===== config.mk =====
export PLATFORM = sky130hd
export DESIGN_NAME = mmio_io_responder_flat
export DESIGN_NICKNAME = d
export VERILOG_FILES = /design/src/rtl/mmio_io_if.sv /design/src/rtl/mmio_io_responder.sv /design/src/flat_wrapper.sv
export SDC_FILE = /design/constraint.sdc
export NUM_CORES = 1
export LEC_CHECK = 0
export BUFFER_PORTS_ARGS = -buffer_cell sky130_fd_sc_hd__buf_2
export CORE_ASPECT_RATIO = 0.5
export CORE_MARGIN = 1.5
export CORE_UTILIZATION = 50
export DETAILED_ROUTE_END_ITERATION = 16
export HOLD_SLACK_MARGIN = 0.02
export PLACE_DENSITY = 0.68
export SETUP_SLACK_MARGIN = 0.05
export SLEW_MARGIN = 20
export SYNTH_ARGS = -nofsm -noshare
export SYNTH_HDL_FRONTEND = slang
export SYNTH_SLANG_ARGS = --single-unit
export TNS_END_PERCENT = 20

===== constraint.sdc =====
create_clock -name clk -period 4.1 [get_ports clk]
set_input_delay 1.025 -clock clk [delete_from_list [all_inputs] [get_ports clk]]
set_output_delay 1.025 -clock clk [all_outputs]
set_load 0.02 [all_outputs]

===== src/rtl/mmio_io_if.sv =====
// CPU-side I/O window bus between the memory/IO bridge and the I/O responder.
interface mmio_io_if;
    logic [15:0] io_addr;
    logic [15:0] io_data_out;
    logic        io_we;
    logic [15:0] io_data_in;

    modport master (
        output io_addr,
        output io_data_out,
        output io_we,
        input  io_data_in
    );

    modport slave (
        input  io_addr,
        input  io_data_out,
        input  io_we,
        output io_data_in
    );
endinterface


===== src/rtl/mmio_io_responder.sv =====
// I/O window responder: LED, synchronized switches, UART TX with byte FIFO, status register.
// Reads are combinational from io_addr[13:0]; writes commit on the rising clock edge.
// Optional millisecond timer at 0x0004 is built only when IO_TIMER_EN is defined.
module mmio_io_responder #(
    parameter int unsigned CLK_HZ     = 100_000_000,
    parameter int unsigned BAUD       = 115_200,
    parameter int unsigned FIFO_DEPTH = 16
) (
    input  logic        clk,
    input  logic        rst,
    mmio_io_if.slave    io,
    input  logic [15:0] sw_i,
    output logic [15:0] led_o,
    output logic        uart_txd_o
);
    localparam int unsigned ClksPerBit = CLK_HZ / BAUD;
    localparam int unsigned CntW = (ClksPerBit > 1) ? $clog2(ClksPerBit) : 1;
    localparam int unsigned PtrW = $clog2(FIFO_DEPTH);

    typedef enum logic [1:0] {StIdle, StStart, StData, StStop} tx_state_e;

    // Address decode; the two top bits of the window offset are ignored
    logic [13:0] addr;
    logic        unused_addr;
    assign addr        = io.io_addr[13:0];
    assign unused_addr = ^io.io_addr[15:14];

    logic sel_led, sel_tx, sel_status;
    assign sel_led    = (addr == 14'h0000);
    assign sel_tx     = (addr == 14'h0002);
    assign sel_status = (addr == 14'h0003);

    logic [15:0] led_q;
    logic [15:0] sw_meta_q, sw_sync_q;
    logic        ovf_q;
    logic [7:0]  fifo_mem [FIFO_DEPTH];
    logic [PtrW-1:0] wr_ptr_q, rd_ptr_q;
    logic [PtrW:0]   count_q, count_d;
    tx_state_e       state_q, state_d;
    logic [CntW-1:0] baud_cnt_q;
    logic [2:0]      bit_idx_q;
    logic [7:0]      shift_q;
    logic            busy, full, empty, push, pop, bit_done, wr_tx;

    assign full     = (count_q == (PtrW + 1)'(FIFO_DEPTH));
    assign empty    = (count_q == '0);
    assign wr_tx    = io.io_we && sel_tx;
    assign push     = wr_tx && !full;
    // A pop in the same cycle does not rescue a write to a full FIFO
    assign pop      = (state_q == StIdle) && !empty;
    assign bit_done = (baud_cnt_q == CntW'(ClksPerBit - 1));

    // FIFO occupancy next-state
    always_comb begin
        count_d = count_q;
        unique case ({push, pop})
            2'b10:   count_d = count_q + 1'b1;
            2'b01:   count_d = count_q - 1'b1;
            default: count_d = count_q;
        endcase
    end

    // Control registers, switch synchronizer and FIFO pointers
    always_ff @(posedge clk or posedge rst) begin
        if (rst) begin
            led_q     <= '0;
            sw_meta_q <= '0;
            sw_sync_q <= '0;
            ovf_q     <= 1'b0;
            wr_ptr_q  <= '0;
            rd_ptr_q  <= '0;
            count_q   <= '0;
        end else begin
            sw_meta_q <= sw_i;
            sw_sync_q <= sw_meta_q;
            if (io.io_we && sel_led) led_q <= io.io_data_out;
            if (wr_tx && full) ovf_q <= 1'b1;
            else if (io.io_we && sel_status) ovf_q <= 1'b0;
            if (push) wr_ptr_q <= wr_ptr_q + 1'b1;
            if (pop) rd_ptr_q <= rd_ptr_q + 1'b1;
            count_q <= count_d;
        end
    end

    // FIFO storage; contents are don't-care while the pointers say empty
    always_ff @(posedge clk) begin
        if (push) fifo_mem[wr_ptr_q] <= io.io_data_out[7:0];
    end

    // TX FSM state register
    always_ff @(posedge clk or posedge rst) begin
        if (rst) state_q <= StIdle;
        else     state_q <= state_d;
    end

    // TX FSM next-state
    always_comb begin
        state_d = state_q;
        unique case (state_q)
            StIdle:  if (!empty) state_d = StStart;
            StStart: if (bit_done) state_d = StData;
            StData:  if (bit_done && bit_idx_q == 3'd7) state_d = StStop;
            StStop:  if (bit_done) state_d = StIdle;
            default: state_d = StIdle;
        endcase
    end

    // TX FSM outputs; line level is decoded from state so reset forces it high at once
    always_comb begin
        uart_txd_o = 1'b1;
        busy       = (state_q != StIdle);
        unique case (state_q)
            StStart: uart_txd_o = 1'b0;
            StData:  uart_txd_o = shift_q[0];
            default: uart_txd_o = 1'b1;
        endcase
    end

    // Bit timing, bit index and shifter
    always_ff @(posedge clk or posedge rst) begin
        if (rst) begin
            baud_cnt_q <= '0;
            bit_idx_q  <= '0;
            shift_q    <= '0;
        end else if (pop) begin
            shift_q    <= fifo_mem[rd_ptr_q];
            baud_cnt_q <= '0;
            bit_idx_q  <= '0;
        end else if (state_q != StIdle) begin
            if (bit_done) begin
                baud_cnt_q <= '0;
                if (state_q == StData) begin
                    shift_q   <= shift_q >> 1;
                    bit_idx_q <= bit_idx_q + 1'b1;
                end
            end else begin
                baud_cnt_q <= baud_cnt_q + 1'b1;
            end
        end
    end

`ifdef IO_TIMER_EN
    localparam int unsigned TicksPerMs = CLK_HZ / 1000;
    localparam int unsigned PreW = (TicksPerMs > 1) ? $clog2(TicksPerMs) : 1;
    logic [PreW-1:0] pre_q;
    logic [15:0]     timer_q;

    // Millisecond counter; any write to its address restarts both stages
    always_ff @(posedge clk or posedge rst) begin
        if (rst) begin
            pre_q   <= '0;
            timer_q <= '0;
        end else if (io.io_we && addr == 14'h0004) begin
            pre_q   <= '0;
            timer_q <= '0;
        end else if (pre_q == PreW'(TicksPerMs - 1)) begin
            pre_q   <= '0;
            timer_q <= timer_q + 1'b1;
        end else begin
            pre_q <= pre_q + 1'b1;
        end
    end
`endif

    // Combinational read mux
    always_comb begin
        io.io_data_in = 16'h0000;
        case (addr)
            14'h0000: io.io_data_in = led_q;
            14'h0001: io.io_data_in = sw_sync_q;
            14'h0003: io.io_data_in = {12'b0, ovf_q, busy, empty, full};
`ifdef IO_TIMER_EN
            14'h0004: io.io_data_in = timer_q;
`endif
            default:  io.io_data_in = 16'h0000;
        endcase
    end

    assign led_o = led_q;
endmodule


===== src/flat_wrapper.sv =====
// flat-port wrapper written by rule: the top's interface ports become plain ports
module mmio_io_responder_flat 
#(
    parameter int unsigned CLK_HZ     = 100_000_000,
    parameter int unsigned BAUD       = 115_200,
    parameter int unsigned FIFO_DEPTH = 16
)
  (clk, rst, sw_i, led_o, uart_txd_o, io_io_addr, io_io_data_out, io_io_we, io_io_data_in);
  mmio_io_if io_i ();
  input  logic clk;
  input  logic rst;
  input  logic [15:0] sw_i;
  output logic [15:0] led_o;
  output logic uart_txd_o;
  input wire logic [$bits(io_i.io_addr)-1:0] io_io_addr;
  input wire logic [$bits(io_i.io_data_out)-1:0] io_io_data_out;
  input wire logic [$bits(io_i.io_we)-1:0] io_io_we;
  output wire logic [$bits(io_i.io_data_in)-1:0] io_io_data_in;
  assign io_i.io_addr = io_io_addr;
  assign io_i.io_data_out = io_io_data_out;
  assign io_i.io_we = io_io_we;
  assign io_io_data_in = io_i.io_data_in;
  mmio_io_responder #(.CLK_HZ(CLK_HZ), .BAUD(BAUD), .FIFO_DEPTH(FIFO_DEPTH)) u_core (.clk(clk), .rst(rst), .io(io_i), .sw_i(sw_i), .led_o(led_o), .uart_txd_o(uart_txd_o));
endmodule

==> impl_results.md, run 1 <==
* Ant diodes at 0
* CTS tree: yes
* Number of CTS-inserted buffers at 20
* Most frequent cells in the layout: edfxtp_1 (128), dfrtp_1 (84), buf_2 (81)
* Post-Synthesis Cells at 561
* Gr usage total at 0.203
* DIE AREA at 18500 µm²
* Area grow syn2layout at 14.4%
* Setup CP Type: in2out
* Antenna violations before repair at 1
* Post-synthesis adder-cell area fraction at 0.0227
* Crit-path leading delay family: simple AND/OR/NAND/NOR gates
* CTS root buf: clkbuf_16
* Leak at 4.17 nW
* CP Buf/Inv Count at 3
* Critical path origin: io_io_addr[9]
* Number of distinct library cells after synthesis at 52
* CP most frequent cell: buf_2
* CTS Hold Bufs at 0
* FF-to-FF path depth at 12
* Initial core utilization at 0.510
* EDFF count, synth at 128
* Avg WL per Cell at 19.8 µm
* Fin crit share at 0.855
* Via density per instance at 5.65
* WL final at around 18000 µm
* Max frequency at between 0.2 and 0.3 GHz
* Hold path depth at 0
* Final Max Slew Viols at 0
* Routed Antenna Nets at 0
* Final setup TNS at 0 ps
* TritonCTS Sinks at 213
* Largest family of logic cells by synthesized area: multiplexers
* Final setup vio count at 0
* Critical Path, Cell by Cell: buf_2 > nor4_2 > nand3_2 > nor3b_1 > buf_4 > a22o_1 > buf_2
* Max Clock Skew at 11.7 ps
* Seq/Total Area, Yosys at 0.677
* Syn nets at between 600 and 700
* H-tree lvl count at 1
* Mean area per synthesized cell at 15.7 µm²
* Layout cell share with drive strength beyond 1 at 0.255
* CTS Buffer Depth at 3
* Synthesized flop and latch total at 213
* Worst min path class: reg2reg
* First-pass GRT wire length at between 20000 and 30000 µm
* Die width at 191 µm
* Number of global-route vias before repair at 5096
* Final WS setup at 594 ps
* DRC errors left at 0
* Pin count of the biggest net entering global routing at 86
* IO Count at 84
* Worst Path Max Fanout at 12
* # resized after CTS at 0
* CP Capture Type: output pin
* Slowest-stage cell, CP: nor4_2
* Die Height at 96.9 µm
* Synth Area in XOR/XNOR at 0.0129
* Req. time, crit path at between 3000 and 4000 ps
* Most used DFF post-synth: edfxtp_1
* GP Congestion at ~0.77
* Status: complete, no violations
* RSZ-0062 raised after global routing: no
* Clock transition at the registers of the reported paths at around 60 ps
* Total iterations of the first detailed-routing run at 5
* Standard-cell rows at 34
* Pwr Density at 408 nW/µm²
* WP depth at 7
* Share of synthesized area spent on multiplexers at 0.119
* Crit path launch type: input port
* Dpl hpwl at ~12000 µm
* Max incr delay on CP at 320 ps
* Worst IR Drop VDD at 0.315 mV
* Reg-to-reg startpoint: u_core.count_q[1]
* Clock Latency Late Sink at 490 ps
* NumNets Final at 712
* Min Tclk post-route at 3510 ps
* IO buf count at 81
* Ys async rst share at 0.399
* Simple-gate share of the synthesized area at 0.0845
* Endpoints failing hold at 0
* Synth Warn # at 0
* Leading cell type in the layout, fill and taps excluded: edfxtp_1
* Critical path arrival at between 2000 and 2500 ps
* Max_slew headroom at 0.334
* Worst slack, placed at 479 ps
* Post-CTS setup buffer count at 0
* Final Power at 4.11 mW
* Initial drt markers at 377
* Grt total ovfl at 0
* Cell area after synthesis at 8820 µm²
* Core area at approximately 17000 µm²
* Area fraction in compound gates after synthesis at 0.0634
* Worst-Margin Slew at 1000 ps
* Total of max-cap violations at 0
* HP Start: u_core.sw_meta_q[9]
* Via count at 5037
## report_power, final
group / switching [mW] / internal [mW] / total (mW) / leakage, nW
sequential: 0.00550 / 2.29 / 2.30 / 2.19
clock: 0.744 / 0.996 / 1.74 / 0.298
combinational: 0.0506 / 0.0229 / 0.0736 / 1.68
## layer usage
layer  GRT usage  vias up  wire [µm]
li1            -     2342          -
met1       0.307     2526       8450
met2       0.301      143       7910
met3      0.0406       26        989
met4      0.0521        0        314
met5           0        -          0
## sequential cells by signal, summed over array words and instances (netlist names)
register / flops
u_core.state_q: 2
u_core.shift_q: 8
u_core.ovf_q: 1
u_core.sw_sync_q: 16
u_core.wr_ptr_q: 4
u_core.bit_idx_q: 3
u_core.count_q: 5
u_core.rd_ptr_q: 4
u_core.fifo_mem: 128
u_core.sw_meta_q: 16
u_core.led_o: 16
u_core.baud_cnt_q: 10
## per-stage QoR
stage	instance area (µm²)	instances	hold WS [ps]	utilization
after floorplan	8820	561	331	-
after global placement	9470	857	331	0.547
after detailed placement	9470	857	335	0.547
after CTS	10100	892	348	0.582
after global routing	10100	892	356	0.583
final	10100	892	347	0.583
## cell usage after synthesis (5+ instances only)
| cell | count | area share |
|---|---|---|
| ha_1 | 16 | 0.023 |
| a21oi_1 | 9 | 0.0051 |
| and4_1 | 5 | 0.0050 |
| xnor2_1 | 9 | 0.0089 |
| nand3_1 | 23 | 0.013 |
| mux4_2 | 15 | 0.038 |
| a31oi_1 | 9 | 0.0064 |
| nor2_1 | 11 | 0.0047 |
| a22o_1 | 17 | 0.017 |
| mux2_2 | 14 | 0.018 |
| dfrtp_1 | 85 | 0.24 |
| mux2i_1 | 40 | 0.045 |
| buf_2 | 8 | 0.0045 |
| o21ai_0 | 10 | 0.0057 |
| edfxtp_1 | 128 | 0.44 |
| mux2_4 | 10 | 0.017 |
| inv_1 | 9 | 0.0038 |
| clkbuf_1 | 17 | 0.0072 |
| and4b_1 | 9 | 0.010 |
| nand2_1 | 26 | 0.011 |
| nand4_1 | 10 | 0.0071 |
| a22oi_1 | 17 | 0.014 |
## cells by family (layout without fill, tap and decap cells)
group,Yosys count,in the layout
DFF,213,213
adders and majority gates,16,16
buffers and inverters,40,137
AOI/OAI and AO/OA,78,78
xor gates and xnor gates,13,13
muxes,79,79
and+or+nand+nor,122,122
## layout make-up
cell class	count	area (µm²)
Fill cell	1292	7220
Timing Repair Buffer	93	499
Inverter	9	35.0
Clock inverter	9	63.8
Multi-Input combinational cell	308	2680
Sequential cell	213	5970
Tap cell	234	293
Clock buffer	26	544
## worst paths after layout
| path | end | slack (ps) |
|---|---|---|
| setup / recovery | io_io_data_in[11] | 590 |
| hold / removal | u_core.sw_sync_q[9] | 350 |
| setup reg to reg | u_core.count_q[4] | 800 |
| hold reg to reg | u_core.sw_sync_q[9] | 350 |
| max in group asynchronous | u_core.rd_ptr_q[0] | 2790 |
| min in group asynchronous | u_core.sw_sync_q[2] | 740 |
Power figures use the tool's default switching activity.
==> inputs of run 2 (changes only) <==
--- a/config.mk
+++ b/config.mk
@@ -11,6 +11,7 @@
 export CORE_UTILIZATION = 50
 export DETAILED_ROUTE_END_ITERATION = 16
 export HOLD_SLACK_MARGIN = 0.02
+export MAX_ROUTING_LAYER = met4
 export PLACE_DENSITY = 0.68
 export SETUP_SLACK_MARGIN = 0.05
 export SLEW_MARGIN = 20
==> run 2 against run 1 <==
Total power about the same. Via count increased by 0.56%. Clock-buffer cell count unchanged. Critical path depth unchanged. Sequential share of layout area about the same. Worst setup slack got worse by 12 ps. Die area unchanged. Routed wire length increased by 0.26%. Maximum frequency decreased by 0.34%. Global-route usage increased by 0.61 points. First-iteration DRC count increased by 5.8%. Critical path type unchanged. Largest power group unchanged.
==> impl_results.md, run 2 (synthesis gave the netlist of run 1 again) <==
* TritonCTS Sinks at 213 (unchanged)
* Via count at 5065 (+0.56%)
* Final hold slack at 347 ps (+0.0670 ps)
* Antenna violations before repair at 1 (unchanged)
* Util after Layout at 0.583 (about the same)
* Crit path launch type: input port
* Clock transition at the registers of the reported paths at 60 ps (about the same)
* Max Clock Skew at 13.5 ps (+1.77 ps)
* Status: complete, no violations
* Max frequency at 0.284 GHz (-0.34%)
* Pwr Density at 407 nW/µm² (about the same)
* Grt total ovfl at 0 (unchanged)
* IO Count at 84 (unchanged)
* Area of the multi-input gates at 2680 µm² (unchanged)
* H-tree lvl count at 1 (unchanged)
* Pin count of the biggest net entering global routing at 86 (unchanged)
* R2R setup slack at 790 ps (about the same)
* Crit-path leading delay family: simple AND/OR/NAND/NOR gates
* Min Tclk post-route at 3520 ps (+11.9 ps)
* Max FFs per register at 128 (unchanged)
* IO buf count at 81 (unchanged)
* Initial drt markers at 399 (+5.8%)
* Die width at 191 µm (unchanged)
* Worst Path Max Fanout at 12 (unchanged)
* Final Power at 4.11 mW (about the same)
* Avg WL per Cell at 19.8 µm (+0.15%)
* Layout cell share with drive strength beyond 1 at 0.255 (unchanged)
* Final Max Slew Viols at 0 (unchanged)
* # resized after CTS at 0 (unchanged)
* CTS Hold Bufs at 0 (unchanged)
* NumNets Final at 712 (unchanged)
* Core area at 17300 µm² (unchanged)
* Worst min path class: reg2reg
* WL final at 17700 µm (+0.26%)
* Final setup vio count at 0 (unchanged)
* Die Height at 96.9 µm (unchanged)
* Initial core utilization at 0.510 (unchanged)
* Total iterations of the first detailed-routing run at 5 (unchanged)
* CTS Buffer Depth at 3 (unchanged)
* Area grow syn2layout at 14.4% (about the same)
* Number of CTS-inserted buffers at 20 (unchanged)
* CTS root buf: clkbuf_16
* Total of max-cap violations at 0 (unchanged)
* Gr usage total at 0.209 (+0.00614)
* CP most frequent cell: buf_2
* CP Capture Type: output pin
* Clock Latency Late Sink at 490 ps (about the same)
* Fin crit share at 0.858 (+0.00291)
* Setup CP Type: in2out
* Worst-Margin Slew at 1020 ps (+24.5 ps)
* CP Buf/Inv Count at 3 (unchanged)
* DIE AREA at 18500 µm² (unchanged)
* Max_slew headroom at 0.317 (-0.0163)
* Leak at 4.17 nW (about the same)
* Slowest-stage cell, CP: nor4_2
* GP Congestion at 0.783 (+1.4%)
* Endpoints failing hold at 0 (unchanged)
* Biggest register: u_core.fifo_mem
* FF-to-FF path depth at 12 (unchanged)
* Number of global-route vias before repair at 5112 (+0.31%)
* Worst IR Drop VDD at 0.315 mV (about the same)
* Most frequent cells in the layout: edfxtp_1 (128), dfrtp_1 (84), buf_2 (81)
* Leading cell type in the layout, fill and taps excluded: edfxtp_1
* Post-CTS setup buffer count at 0 (unchanged)
* WP depth at 7 (unchanged)
* Via density per instance at 5.67 (+0.44%)
* Critical path arrival at 2490 ps (about the same)
* Dpl hpwl at 11600 µm (unchanged)
* First-pass GRT wire length at 28600 µm (-0.12%)
* Filler Cells Inserted at 1294 (+0.15%)
* Standard-cell rows at 34 (unchanged)
* DRC errors left at 0 (unchanged)
* Hold path depth at 0 (unchanged)
* Final setup TNS at 0 ps (unchanged)
* Routed Antenna Nets at 0 (unchanged)
* Critical Path, Cell by Cell: buf_2 > nor4_2 > nand3_2 > nor3b_1 > buf_4 > a22o_1 > buf_2
* CTS tree: yes
* Max incr delay on CP at 320 ps (about the same)
* FF+latch area at 5970 µm² (unchanged)
* Req. time, crit path at 3070 ps (about the same)
* RSZ-0062 raised after global routing: no
-- run 2: cell types whose count changed in the layout (fill, tap and decap cells not counted), sizes merged --
cell   change
diode      +1
-- run 2: worst paths after layout --
check,start,endpoint
max,io_io_addr[9],io_io_data_in[11]
min,u_core.sw_meta_q[9],u_core.sw_sync_q[9]
max reg2reg,u_core.count_q[1],u_core.count_q[4]
min reg2reg,u_core.sw_meta_q[9],u_core.sw_sync_q[9]
max in group asynchronous,rst,u_core.rd_ptr_q[0]
min in group asynchronous,rst,u_core.sw_meta_q[2]
-- run 2: cell type report --
class                           instances  share of cell area
Inverter                                9             0.00347
Multi-Input combinational cell        308               0.266
Sequential cell                       213               0.592
Antenna cell                            1            0.000248
Clock buffer                           26              0.0539
Tap cell                              234              0.0290
Clock inverter                          9             0.00632
Timing Repair Buffer                   93              0.0495
-- run 2: through the flow --
stage	instances	setup WS, ps	instance area, µm²
final	893	582	10100
after global routing	893	424	10100
after CTS	892	577	10100
after global placement	857	540	9470
after detailed placement	857	479	9470
after floorplan	561	632	8820
-- run 2: metal layers --
layer / track usage / wire length, µm
met1: 0.309 / 8340
met2: 0.303 / 8020
met3: 0.0352 / 1050
met4: 0.0521 / 310
met5: - / 0
-- run 2: power by group --
group	leakage (nW)	switching [mW]	internal [mW]
combinational	1.68	0.0509	0.0229
clock	0.298	0.744	0.996
sequential	2.19	0.00549	2.29
==> inputs of run 3 (changes only) <==
--- a/config.mk
+++ b/config.mk
@@ -13,6 +13,7 @@
 export HOLD_SLACK_MARGIN = 0.02
 export MAX_ROUTING_LAYER = met4
 export PLACE_DENSITY = 0.68
+export RECOVER_POWER = 50
 export SETUP_SLACK_MARGIN = 0.05
 export SLEW_MARGIN = 20
 export SYNTH_ARGS = -nofsm -noshare
==> run 3 against run 2 <==
The run now ends with max-capacitance violations, max-slew violations left. Clock power about the same. Global-route usage unchanged. Via count is essentially flat. Total power hardly changed. Register-to-register slack barely moved. Utilization is 0.094 points lower. Largest cell class unchanged. Critical path type unchanged. Clock-buffer cell count unchanged. Critical path depth is the same. Highest routed layer unchanged. Sequential cell count stayed put. Non-clock buffer count unchanged. Largest power group unchanged. Sequential share of layout area rose by 0.095 points.
==> impl_results.md, run 3 (synthesis gave the netlist of run 1 again) <==
* Hold path depth at 0 (unchanged)
* Via count at 5061 (-0.079%)
* Worst IR Drop VDD at 0.314 mV (-0.14%)
* FF-to-FF path depth at 12 (unchanged)
* CTS root buf: clkbuf_16
* Number of CTS-inserted buffers at 20 (unchanged)
* DRC errors left at 0 (unchanged)
* Setup CP Type: in2out
* Layout cell share with drive strength beyond 1 at 0.243 (-0.0122)
* DIE AREA at 18500 µm² (unchanged)
* Leading cell type in the layout, fill and taps excluded: edfxtp_1
* Most frequent cells in the layout: edfxtp_1 (128), dfrtp_1 (84), buf_2 (73)
* IO Count at 84 (unchanged)
* Reg-to-reg startpoint: u_core.count_q[1]
* Die width at 191 µm (unchanged)
* CTS Hold Bufs at 0 (unchanged)
* R2R setup slack at 800 ps (about the same)
* Status: finished, violations left
* Post-CTS setup buffer count at 0 (unchanged)
* Routed Antenna Nets at 0 (unchanged)
* R2R Path End: u_core.count_q[4]
* Critical path arrival at 2480 ps (about the same)
* Max Clock Skew at 13.2 ps (-0.249 ps)
* Initial core utilization at 0.510 (unchanged)
* Final Max Slew Viols at 86 (+86)
* CP Capture Type: output pin
* IO buf count at 81 (unchanged)
* Standard-cell rows at 34 (unchanged)
* RSZ-0062 raised after global routing: no
* Endpoints failing hold at 0 (unchanged)
* Core area at 17300 µm² (unchanged)
* Die Height at 96.9 µm (unchanged)
* Worst min path class: reg2reg
* Pin count of the biggest net entering global routing at 86 (unchanged)
* CTS Buffer Depth at 3 (unchanged)
* Failing checks: max-capacitance violations, max-slew violations
* Final Instance Area at 10100 µm² (-0.16%)
* Placed Cells at 857 (unchanged)
* Crit path launch type: input port
* Antenna violations before repair at 1 (unchanged)
* Area grow syn2layout at 14.2%
* H-tree lvl count at 1 (unchanged)
* Total iterations of the first detailed-routing run at 5 (unchanged)
* Leak at 4.14 nW (-0.67%)
* Filler Cells Inserted at 1297 (+0.23%)
* TritonCTS Sinks at 213 (unchanged)
* Placed Area at 9470 µm² (unchanged)
* Clock transition at the registers of the reported paths at 60 ps (about the same)
* Final hold slack at 347 ps (-0.0140 ps)
* Dpl hpwl at 11600 µm (unchanged)
* Finished Layout Cells at 893 (unchanged)
* Initial drt markers at 390 (-2.3%)
* Req. time, crit path at 3070 ps (about the same)
* Worst-Margin Slew at 2070 ps (+1040 ps)
* Total of max-cap violations at 1 (+1)
* Avg WL per Cell at 19.9 µm (+0.10%)
* Final setup TNS at 0 ps (unchanged)
* Final setup vio count at 0 (unchanged)
* Max FFs per register at 128 (unchanged)
* Clock Latency Late Sink at 490 ps (about the same)
* Gr usage total at 0.209 (unchanged)
* Biggest register: u_core.fifo_mem
* Max frequency at 0.285 GHz (+0.33%)
* Worst Path Max Fanout at 12 (unchanged)
* NumNets Final at 712 (unchanged)
* WL final at 17700 µm (+0.10%)
* CTS tree: yes
* Min Tclk post-route at 3510 ps (-11.6 ps)
* Max_slew headroom at -0.379 (-0.696)
* # resized after CTS at 0 (unchanged)
* Number of global-route vias before repair at 5112 (unchanged)
* GP Congestion at 0.783 (unchanged)
* WHS Endpoint: u_core.sw_sync_q[9]
* Grt total ovfl at 0 (unchanged)
* First-pass GRT wire length at 28600 µm (unchanged)
* Fin crit share at 0.855 (-0.00283)
* Pwr Density at 408 nW/µm² (+0.19%)
* Via density per instance at 5.67 (about the same)
* FF+latch area at 5970 µm² (unchanged)
* Area of the multi-input gates at 2680 µm² (unchanged)
* HP Start: u_core.sw_meta_q[9]
[run 3: how the worst max path moves through the flow]
| stage | startpoint | end | slack (ps) | cells after the start |
|---|---|---|---|---|
| finish | io_io_addr[9] | io_io_data_in[11] | 590 | 7 |
| global route | io_io_addr[6] | io_io_data_in[14] | 420 | 7 |
| CTS | io_io_addr[9] | io_io_data_in[11] | 580 | 7 |
| detailed placement | io_io_addr[9] | u_core.count_q[4] | 480 | 12 |
| global placement | io_io_addr[9] | u_core.count_q[4] | 540 | 12 |
| floorplan | io_io_addr[1] | u_core.count_q[4] | 630 | 13 |
[run 3: power by group]
group | switching [mW] | leakage [nW] | internal, mW
registers | 0.00547 | 2.19 | 2.29
logic | 0.0504 | 1.65 | 0.0210
clock network | 0.747 | 0.298 | 0.996
[run 3: worst max-delay path: stages]
cell and delay, ps:
buf_2 100, nor4_2 320, nand3_2 240, nor3b_1 250, buf_4 220, a22o_1 150, buf_2 170
[run 3: final cells by class]
type | instances | area share
Sequential cell | 213 | 0.593
Multi-Input combinational cell | 308 | 0.266
Clock buffer | 26 | 0.0540
Timing Repair Buffer | 93 | 0.0479
Tap cell | 234 | 0.0291
Clock inverter | 9 | 0.00633
Inverter | 9 | 0.00348
Antenna cell | 1 | 0.000248
[run 3: per-stage QoR]
stage | worst slack (ps) | util | total power [mW]
after CTS | 577 | 0.582 | 4.14
after detailed placement | 479 | 0.547 | 2.42
final | 594 | 0.582 | 4.11
after floorplan | 632 | - | 2.36
after global placement | 540 | 0.547 | 2.41
after global routing | 424 | 0.582 | 4.23
[run 3: routing by layer]
| metal | GRT usage | part of all wire | up-vias |
|---|---|---|---|
| li1 | - | - | 2342 |
| met1 | 0.309 | 0.47 | 2527 |
| met2 | 0.303 | 0.45 | 166 |
| met3 | 0.0352 | 0.059 | 26 |
| met4 | 0.0521 | 0.017 | 0 |
| met5 | - | 0 | - |
